<file path="src/rtl/pdm_pkg.sv">
// Shared types and constants for the stereo PDM microphone path.
// Imported by the timebase and the controller.
package pdm_pkg;

    typedef enum logic [1:0] {
        S_IDLE,
        S_SETTLE,
        S_RUN,
        S_STOP
    } state_t;

    // Strobe positions, counted back from each clock edge
    localparam int L_OFS = 3;
    localparam int R_OFS = 2;

    function automatic int cw(input int n);
        return (n > 1) ? $clog2(n) : 1;
    endfunction

endpackage

</file>
<file path="src/rtl/pdm_mic_ctrl_timebase.sv">
// PDM bit clock, phase/period counters and raw sample/frame strobes.
// Everything is held at zero while run is low.
module pdm_timebase
    import pdm_pkg::*;
#(
    parameter int HALF_DIV = 10,
    parameter int DECIM    = 64
) (
    input  logic clk,
    input  logic rst_n,
    input  logic run,
    input  logic pdm_din,
    output logic clk_pdm,
    output logic din_l,
    output logic din_r,
    output logic stb_l,
    output logic stb_r,
    output logic stb_pcm
);

    localparam int PERIOD = 2 * HALF_DIV;
    localparam int PW     = cw(PERIOD);
    localparam int DW     = cw(DECIM);

    localparam logic [PW-1:0] PH_L   = PW'(HALF_DIV - L_OFS);
    localparam logic [PW-1:0] PH_R   = PW'(PERIOD - R_OFS);
    localparam logic [PW-1:0] PH_HI  = PW'(HALF_DIV);
    localparam logic [PW-1:0] PH_END = PW'(PERIOD - 1);
    localparam logic [DW-1:0] DV_END = DW'(DECIM - 1);

    logic [PW-1:0] ph;
    logic [DW-1:0] div;
    logic          wrap;
    logic          frame_end;

    assign wrap      = (ph == PH_END);
    assign frame_end = wrap && (div == DV_END);

    always_ff @(posedge clk) begin
        if (!rst_n) begin
            ph      <= '0;
            div     <= '0;
            clk_pdm <= 1'b0;
            din_l   <= 1'b0;
            din_r   <= 1'b0;
            stb_l   <= 1'b0;
            stb_r   <= 1'b0;
            stb_pcm <= 1'b0;
        end else if (!run) begin
            ph      <= '0;
            div     <= '0;
            clk_pdm <= 1'b0;
            stb_l   <= 1'b0;
            stb_r   <= 1'b0;
            stb_pcm <= 1'b0;
        end else begin
            ph <= wrap ? '0 : ph + PW'(1);
            if (wrap) begin
                div <= (div == DV_END) ? '0 : div + DW'(1);
            end
            if (ph == '0) begin
                clk_pdm <= 1'b0;
            end else if (ph == PH_HI) begin
                clk_pdm <= 1'b1;
            end
            // Data latched one cycle ahead of the integrator strobe
            stb_l <= (ph == PH_L);
            if (ph == PH_L) begin
                din_l <= pdm_din;
            end
            stb_r <= (ph == PH_R);
            if (ph == PH_R) begin
                din_r <= pdm_din;
            end
            stb_pcm <= frame_end;
        end
    end

endmodule

</file>
<file path="src/rtl/pdm_mic_ctrl.sv">
// Stereo PDM capture sequencer: run/settle/stop control, frame capture
// from the CIC lanes and a valid/ready output stage with overrun flag.
module pdm_mic_ctrl
    import pdm_pkg::*;
#(
    parameter int W        = 16,
    parameter int HALF_DIV = 10,
    parameter int DECIM    = 64,
    parameter int SETTLE   = 4
) (
    input  logic         clk,
    input  logic         rst_n,
    input  logic         enable,
    output logic         clk_pdm,
    input  logic         pdm_din,
    output logic         din_l,
    output logic         din_r,
    output logic         en_sample_l,
    output logic         en_sample_r,
    output logic         en_pcm,
    input  logic [W-1:0] cic_l,
    input  logic [W-1:0] cic_r,
    output logic [W-1:0] pcm_l,
    output logic [W-1:0] pcm_r,
    output logic         pcm_valid,
    input  logic         pcm_ready,
    output logic         overrun,
    input  logic         clr_overrun
);

    localparam int SW = cw(SETTLE + 1);
    localparam logic [SW-1:0] SET_END = SW'(SETTLE);

    state_t        state;
    state_t        state_d;
    logic          from_run;
    logic [SW-1:0] set_cnt;
    logic          cap_now;
    logic          cap_pend;
    logic          run;

    // Gate on both sides so ph starts at 0 on entry and is 0 on exit
    assign run = (state != S_IDLE) && (state_d != S_IDLE);

    pdm_timebase #(
        .HALF_DIV (HALF_DIV),
        .DECIM    (DECIM)
    ) u_tb (
        .clk     (clk),
        .rst_n   (rst_n),
        .run     (run),
        .pdm_din (pdm_din),
        .clk_pdm (clk_pdm),
        .din_l   (din_l),
        .din_r   (din_r),
        .stb_l   (en_sample_l),
        .stb_r   (en_sample_r),
        .stb_pcm (en_pcm)
    );

    always_comb begin
        state_d = state;
        cap_now = 1'b0;
        unique case (state)
            S_IDLE: begin
                if (enable) begin
                    state_d = (SETTLE == 0) ? S_RUN : S_SETTLE;
                end
            end
            S_SETTLE: begin
                if (en_pcm && set_cnt == SET_END) begin
                    cap_now = 1'b1;
                    state_d = S_RUN;
                end
                if (!enable) begin
                    state_d = S_STOP;
                end
            end
            S_RUN: begin
                cap_now = en_pcm;
                if (!enable) begin
                    state_d = S_STOP;
                end
            end
            S_STOP: begin
                if (en_pcm) begin
                    cap_now = from_run;
                    state_d = S_IDLE;
                end
            end
            default: state_d = S_IDLE;
        endcase
    end

    always_ff @(posedge clk) begin
        if (!rst_n) begin
            state    <= S_IDLE;
            from_run <= 1'b0;
            set_cnt  <= '0;
        end else begin
            state <= state_d;
            if (state != S_STOP && state_d == S_STOP) begin
                from_run <= (state == S_RUN) || cap_now;
            end
            if (state == S_IDLE) begin
                set_cnt <= '0;
            end else if (state == S_SETTLE && en_pcm &&
                         set_cnt != SET_END) begin
                set_cnt <= set_cnt + SW'(1);
            end
        end
    end

    // CIC output is sampled one cycle after en_pcm (comb latency)
    always_ff @(posedge clk) begin
        if (!rst_n) begin
            cap_pend  <= 1'b0;
            pcm_l     <= '0;
            pcm_r     <= '0;
            pcm_valid <= 1'b0;
            overrun   <= 1'b0;
        end else begin
            cap_pend <= cap_now;
            if (cap_pend && (!pcm_valid || pcm_ready)) begin
                pcm_l     <= cic_l;
                pcm_r     <= cic_r;
                pcm_valid <= 1'b1;
            end else if (pcm_valid && pcm_ready) begin
                pcm_valid <= 1'b0;
            end
            if (cap_pend && pcm_valid && !pcm_ready) begin
                overrun <= 1'b1;
            end else if (clr_overrun) begin
                overrun <= 1'b0;
            end
        end
    end

endmodule

</file>
<file path="config.mk">
export PLATFORM = sky130hd
export DESIGN_NAME = pdm_mic_ctrl
export DESIGN_NICKNAME = d
export VERILOG_FILES = /design/src/rtl/pdm_pkg.sv /design/src/rtl/pdm_mic_ctrl_timebase.sv /design/src/rtl/pdm_mic_ctrl.sv
export SDC_FILE = /design/constraint.sdc
export NUM_CORES = 1
export LEC_CHECK = 0
export ABC_AREA = 1
export CAP_MARGIN = 20
export CORE_MARGIN = 3
export CORE_UTILIZATION = 41
export DETAILED_ROUTE_END_ITERATION = 12
export PLACE_DENSITY = 0.87
export SKIP_CTS_REPAIR_TIMING = 1
export SLEW_MARGIN = 25
export SYNTH_ARGS = -nofsm -noshare
export SYNTH_HDL_FRONTEND = slang
export SYNTH_SLANG_ARGS = --single-unit
</file>
<file path="constraint.sdc">
create_clock -name clk -period 1.2 [get_ports clk]
set_input_delay 0.18 -clock clk [delete_from_list [all_inputs] [get_ports clk]]
set_output_delay 0.18 -clock clk [all_outputs]
set_load 0.005 [all_outputs]
</file>
[After elaboration in Yosys (flattened, before gate mapping)]
Index checks and enable logic that the tools add are counted.
Storage, ports and cells
  bits of input ports: 38
  word-level logic and storage cells: 73
  flip-flop bits (word level): 58
  output and inout port bits: 40
Cells by class
  $add $sub $neg: 3
  multiplexer cells: 14
  bitwise logic cells: 2
  eq/ne operators: 12
  reduce and logical (&&, ||, !) cells: 26
Operators by type and width (count)
  5-bit == test (second input constant): 2
  1-bit logical AND: 10
  2-bit 2-to-1 mux: 5
  2-bit case mux with 4 select lines: 1
  2-bit nonzero test: 4
  6-bit by 1-bit adder with 6-bit output (second input constant): 1
  2-bit == test (second input constant): 3
  6-bit == test (second input constant): 1
  1-bit 2-to-1 mux: 6
  6-bit 2-to-1 mux: 1
  2-bit AND reduction: 3
  3-bit OR reduction: 2
  5-bit by 1-bit adder with 5-bit output (second input constant): 1
  5-bit by 3-bit == test with 1-bit output (second input constant): 1
  5-bit by 4-bit == test with 1-bit output (second input constant): 1
  5-bit logical NOT: 1
  3-bit by 1-bit adder with 3-bit output (second input constant): 1
  3-bit == test (second input constant): 1
  3-bit != test (second input constant): 1
  1-bit case mux with 3 select lines: 1
  2-bit by 1-bit == test with 1-bit output (second input constant): 1
  1-bit logical NOT: 2
  2-bit logical NOT: 1
  1-bit logical OR: 2
  3 further kinds: 4

[Logic depth before layout (Yosys ltp)]
  depth in word-level cells: 9
  mapped depth: 10
  depth with buffers taken out: 10

[Modules after synthesis]
A second synthesis with hierarchy kept.
Unflattened totals
  cell total of the unflattened synthesis: 323
  area total of the unflattened synthesis: 2374.8 um2
Modules (own cells, without submodules)
  pdm_mic_ctrl: area an instance 1602.8 um2, instances 1, cells each 216, sequential area each 820.8 um2
  pdm_timebase: area an instance 772.0 um2, instances 1, cells each 107, sequential area each 340.3 um2

[Least setup slack after synthesis]
OpenSTA, ideal clock, no wires.
  path type: reg-to-reg
  from: register u_tb.div[0]
  to: register u_tb.div[3]
  arrival: 1.127 ns
  setup slack: -0.041 ns
  period minus slack after synthesis: 1.241 ns
  required time: 1.085 ns
  setup time: 0.115 ns
  path buffers: 0
  stages on the path, launching flop included: 8
  cell sequence: dfxtp_1 -> ha_1 -> inv_1 -> nor2_1 -> nand3_1 -> or2_1 -> nand2_1 -> nor2_1
On the way
  longest elaborated chain between the ends: 2
  elaborated cells between the ends (all ways): 3
  those cells by class: 1 x add/sub; 1 x eq/ne; 1 x mux
Ends and longest elaborated chain
  start: declaration: line pdm_mic_ctrl_timebase.sv:32  | logic [DW-1:0] div;
  start signal: assignment: line pdm_mic_ctrl_timebase.sv:59  | div <= (div == DV_END) ? '0 : div + DW'(1);
  6-bit by 1-bit adder with 6-bit output / 6-bit == test (equally long branches): line pdm_mic_ctrl_timebase.sv:59
  6-bit 2-to-1 mux (*): line pdm_mic_ctrl_timebase.sv:59
Every way passes the cells marked *; elsewhere a longest branch is shown, timed or not.
A chain may end at the register's enable or synchronous reset.

[Final worst setup path]
  from: register set_cnt[0]
  to: register set_cnt[1]
On the way
  longest elaborated chain between the ends: 2
  elaborated cells between the ends (all ways): 3
  those cells by class: 1 x add/sub; 1 x eq/ne; 1 x reduce/logical
Ends and longest elaborated chain
  start: declaration: line pdm_mic_ctrl.sv:37  | logic [SW-1:0] set_cnt;
  start signal: assignment: line pdm_mic_ctrl.sv:109  | set_cnt <= set_cnt + SW'(1);
  parallel branches: the longest is 2 deep, another holds 3-bit by 1-bit adder with 3-bit output
Parallel ways; which one is timed is not known.

==> results.md <==
- Status: finished with violations
- Violated checks: setup timing
- FP Rows: 26
- Worst skew pair latency: 0.33 ns
- Max transition margin: 80.6%
- Reg2reg end: set_cnt[1]
- Synth Area in Adders: 3.26%
- YS warnings: 0
- Tightest Pin Transition: 0.288 ns
- CP startpoint kind: flip-flop
- Gr usage total: 18.9%
- Setup violators final: 6
- Cell variety after synth: 28
- Yosys reg bits: 58
- Placed Cells incl. Taps: 457
- Via-to-Cell Ratio: 4.97
- XOR/XNOR Fraction of Synth Area: 1.90%
- Largest net degree at the start of global routing: 24
- Pre-CTS WS: -0.232 ns
- Pint: 3900 uW
- Hold Vio Cnt, Final: 0
- Drt total wl: 7250 um
- Die width: 80.9 um
- Post-Layout Cell Count: 479
- Syn Nets: 337
- Power density over the cells: 1230 nW/um^2
- Seq pwr share: 40.2%
- Worst setup path start: set_cnt[0]
- Kind of critical path: flip-flop to flip-flop
- Maximum root-to-sink buffer count: 2
- Main combinational cell family by area after synthesis: simple AND/OR/NAND/NOR gates
- Pleak: 0.00221 uW
- CP arrival: 1.54 ns
- HPWL Detailed: 4390 um
- Final period utilization: 108%
- Port bufs: 77
- Vias in the first global route: 2,187
- I/O pin count: 78
- Die H: 80.9 um
- Gate power share: 8.0%
- ANT cells: 0
- Hold Crit Class: input port to flip-flop
- Crit-path max FO: 4
- Register clock-pin slew on the reported worst setup and hold paths: 0.07 ns
- Maximum vdd ir drop: 1220 uV
- Clk pwr share: 51.8%
- Routed via count: 2,379
- Synth Area in Simple Gates: 27.5%
- Critical path capture point type: flip-flop
- Post-Route Skew: 0.00684 ns
- GP Congestion: 0.836
- WP data required: 1.45 ns
- Crit-path cells: inv_2 > ha_4 > nand2_4 > inv_4 > nor3_4 > inv_2 > a211oi_2
- CTS root buf: clkbuf_8
- Synthesized area: 2300 um^2
- Fin crit period: 1.29 ns
- Mapped Cells: 293
- Antenna-violating nets left: 0
- CTS H-Tree Depth: 3
- Number of synthesized flops with an enable pin: 0
- Complex-gate fraction of the synthesized area: 11.7%
- Starting Density: 43.7%
- Dpl cell area: 3350 um^2
- Core area: 5270 um^2
- Async SR Flop Fraction: 0%
- CP endpoint: set_cnt[1]
- CTS tree: done
- Die area: 6550 um^2
- Max stage delay on crit path: 0.34 ns
- Grt ovf: 0
- Setup ws final: -0.0935 ns
- Area grow syn2layout: 72.7%
- TritonCTS Sinks: 58
- Max cap viols: 0
- Initial antenna violation count: 0
- Max Fclk: 0.773 GHz
- Routed wire per std cell: 15.1 um
- Fillcell total: 353
- Reg2Reg Depth: 7
- R2r startpoint: set_cnt[0]
- Starting DRT DRC Count: 95
- RSZ-0062 raised after global routing: yes
- Ys flop type: dfxtp_1
- Max-slew violations: 0
- P_sw: 974 uW
- Syn Area/Cell: 7.86 um^2
- Post-route cell area: 3980 um^2
- Register area share after synthesis: 50.4%
- Mux contribution to synthesized area: 0%
- R2R Setup Slk: -0.09 ns
- Final nets: 448
- Share of cells above drive strength 1: 27.4%
- Switching Fraction: 20.0%
- Num CTS Buffers: 9
- Residual DRC: 0
- Drt first pass iters: 4
- First-pass GRT wire length: 9490 um
- Most used cell, CP: inv_2
- Slowest CP cell: dfxtp_2
## stage by stage
step / power (uW) / hold WS, ns / utilization (%) / TNS [ns]
floorplan: 2150 / 0.315 / - / 0
global placement: 2340 / 0.448 / 63.5 / -4.87
detailed placement: 2350 / 0.462 / 63.5 / -7.12
CTS: 4850 / 0.462 / 68.9 / -7.06
global route: 5020 / 0.484 / 75.4 / -1.04
finish: 4880 / 0.464 / 75.4 / -0.301
## layout make-up
class	instances	area, um^2	area share, %
tap	70	87.6	2.20
clock inverter	4	120	3.02
timing repair buffer	110	1140	28.8
inverter	21	86.3	2.17
multi-input combinational	204	1190	30.0
sequential	58	1180	29.7
clock buffer	12	165	4.15
## layer usage
metal  part of all wire, %  routed length (um)  vias up  GRT usage (%)
li1                      -                   -     1167              -
met1                    38                2740     1102           22.0
met2                    52                3780       96           31.8
met3                   8.2                 594       14           6.98
met4                   1.8                 133        0           6.59
met5                     0                   0        -              0
## placed cells by master (no fill, tap or decap), types with 9 or more instances in the layout
| cell type | instances |
|---|---|
| dfxtp_1 | 46 |
| dlymetal6s2s_1 | 40 |
| o21ai_0 | 36 |
| buf_4 | 31 |
| nand2_1 | 18 |
| inv_2 | 9 |
| clkbuf_8 | 12 |
| clkdlybuf4s50_1 | 37 |
| inv_1 | 9 |
| nor2_1 | 81 |
| dfxtp_2 | 11 |
## cells in the mapped netlist (2+ instances only)
master	instances	area share [%]
xor2_1	4	1.5
ha_1	6	3.3
dfxtp_1	58	50
and3_1	2	0.54
inv_2	3	0.49
nor2_2	3	0.82
nand3_1	11	2.4
a21oi_1	8	1.7
nand2_1	25	4.1
inv_1	18	2.9
or2_1	2	0.54
nand4_1	2	0.54
buf_2	3	0.65
nand2_2	2	0.54
nor3_1	3	0.65
o21ai_0	37	8.0
clkbuf_1	7	1.1
nor2_1	88	14
a211oi_1	2	0.65
## critical path: cells and delay by family, from the launching register on
| kind | cells | cell delay, ns |
|---|---|---|
| flops | 1 | 0.34 |
| simple gates | 2 | 0.30 |
| compound gates | 1 | 0.23 |
| buf+inv | 3 | 0.19 |
| fa+ha+maj | 1 | 0.15 |
## sequential cells by signal, summed over array words and instances, names as in the netlist, 2 cells and up
| name | count |
|---|---|
| set_cnt | 3 |
| u_tb.div | 6 |
| pcm_r | 16 |
| u_tb.ph | 5 |
| state | 2 |
| pcm_l | 16 |
## kinds of logic after synthesis
logic type | count (synthesis)
fa+ha+maj | 6
flops | 58
simple gates | 143
compound gates | 50
xor+xnor | 5
buf+inv | 31
## power groups by stage
stage                     registers [uW]  clock network [uW]  logic (uW)
after floorplan                     2000                   0         154
after global placement              2000                   0         341
after detailed placement            2000                   0         352
after CTS                           1950                2550         356
after global routing                1960                2640         428
final                               1960                2530         391
## how the worst min path moves through the flow
stage	start	to	slack (ns)	cells past startpoint
2_1_floorplan	pdm_din	u_tb.din_l	0.31	2
5_1_grt	cic_r[1]	pcm_r[1]	0.48	3
3_5_place_dp	u_tb.clk_pdm	u_tb.clk_pdm	0.46	2
4_1_cts	cic_l[1]	pcm_l[1]	0.46	3
6_report	cic_l[1]	pcm_l[1]	0.46	3
3_3_place_gp	from_run	from_run	0.45	2
Note: power is estimated with default switching activity, not from simulation.
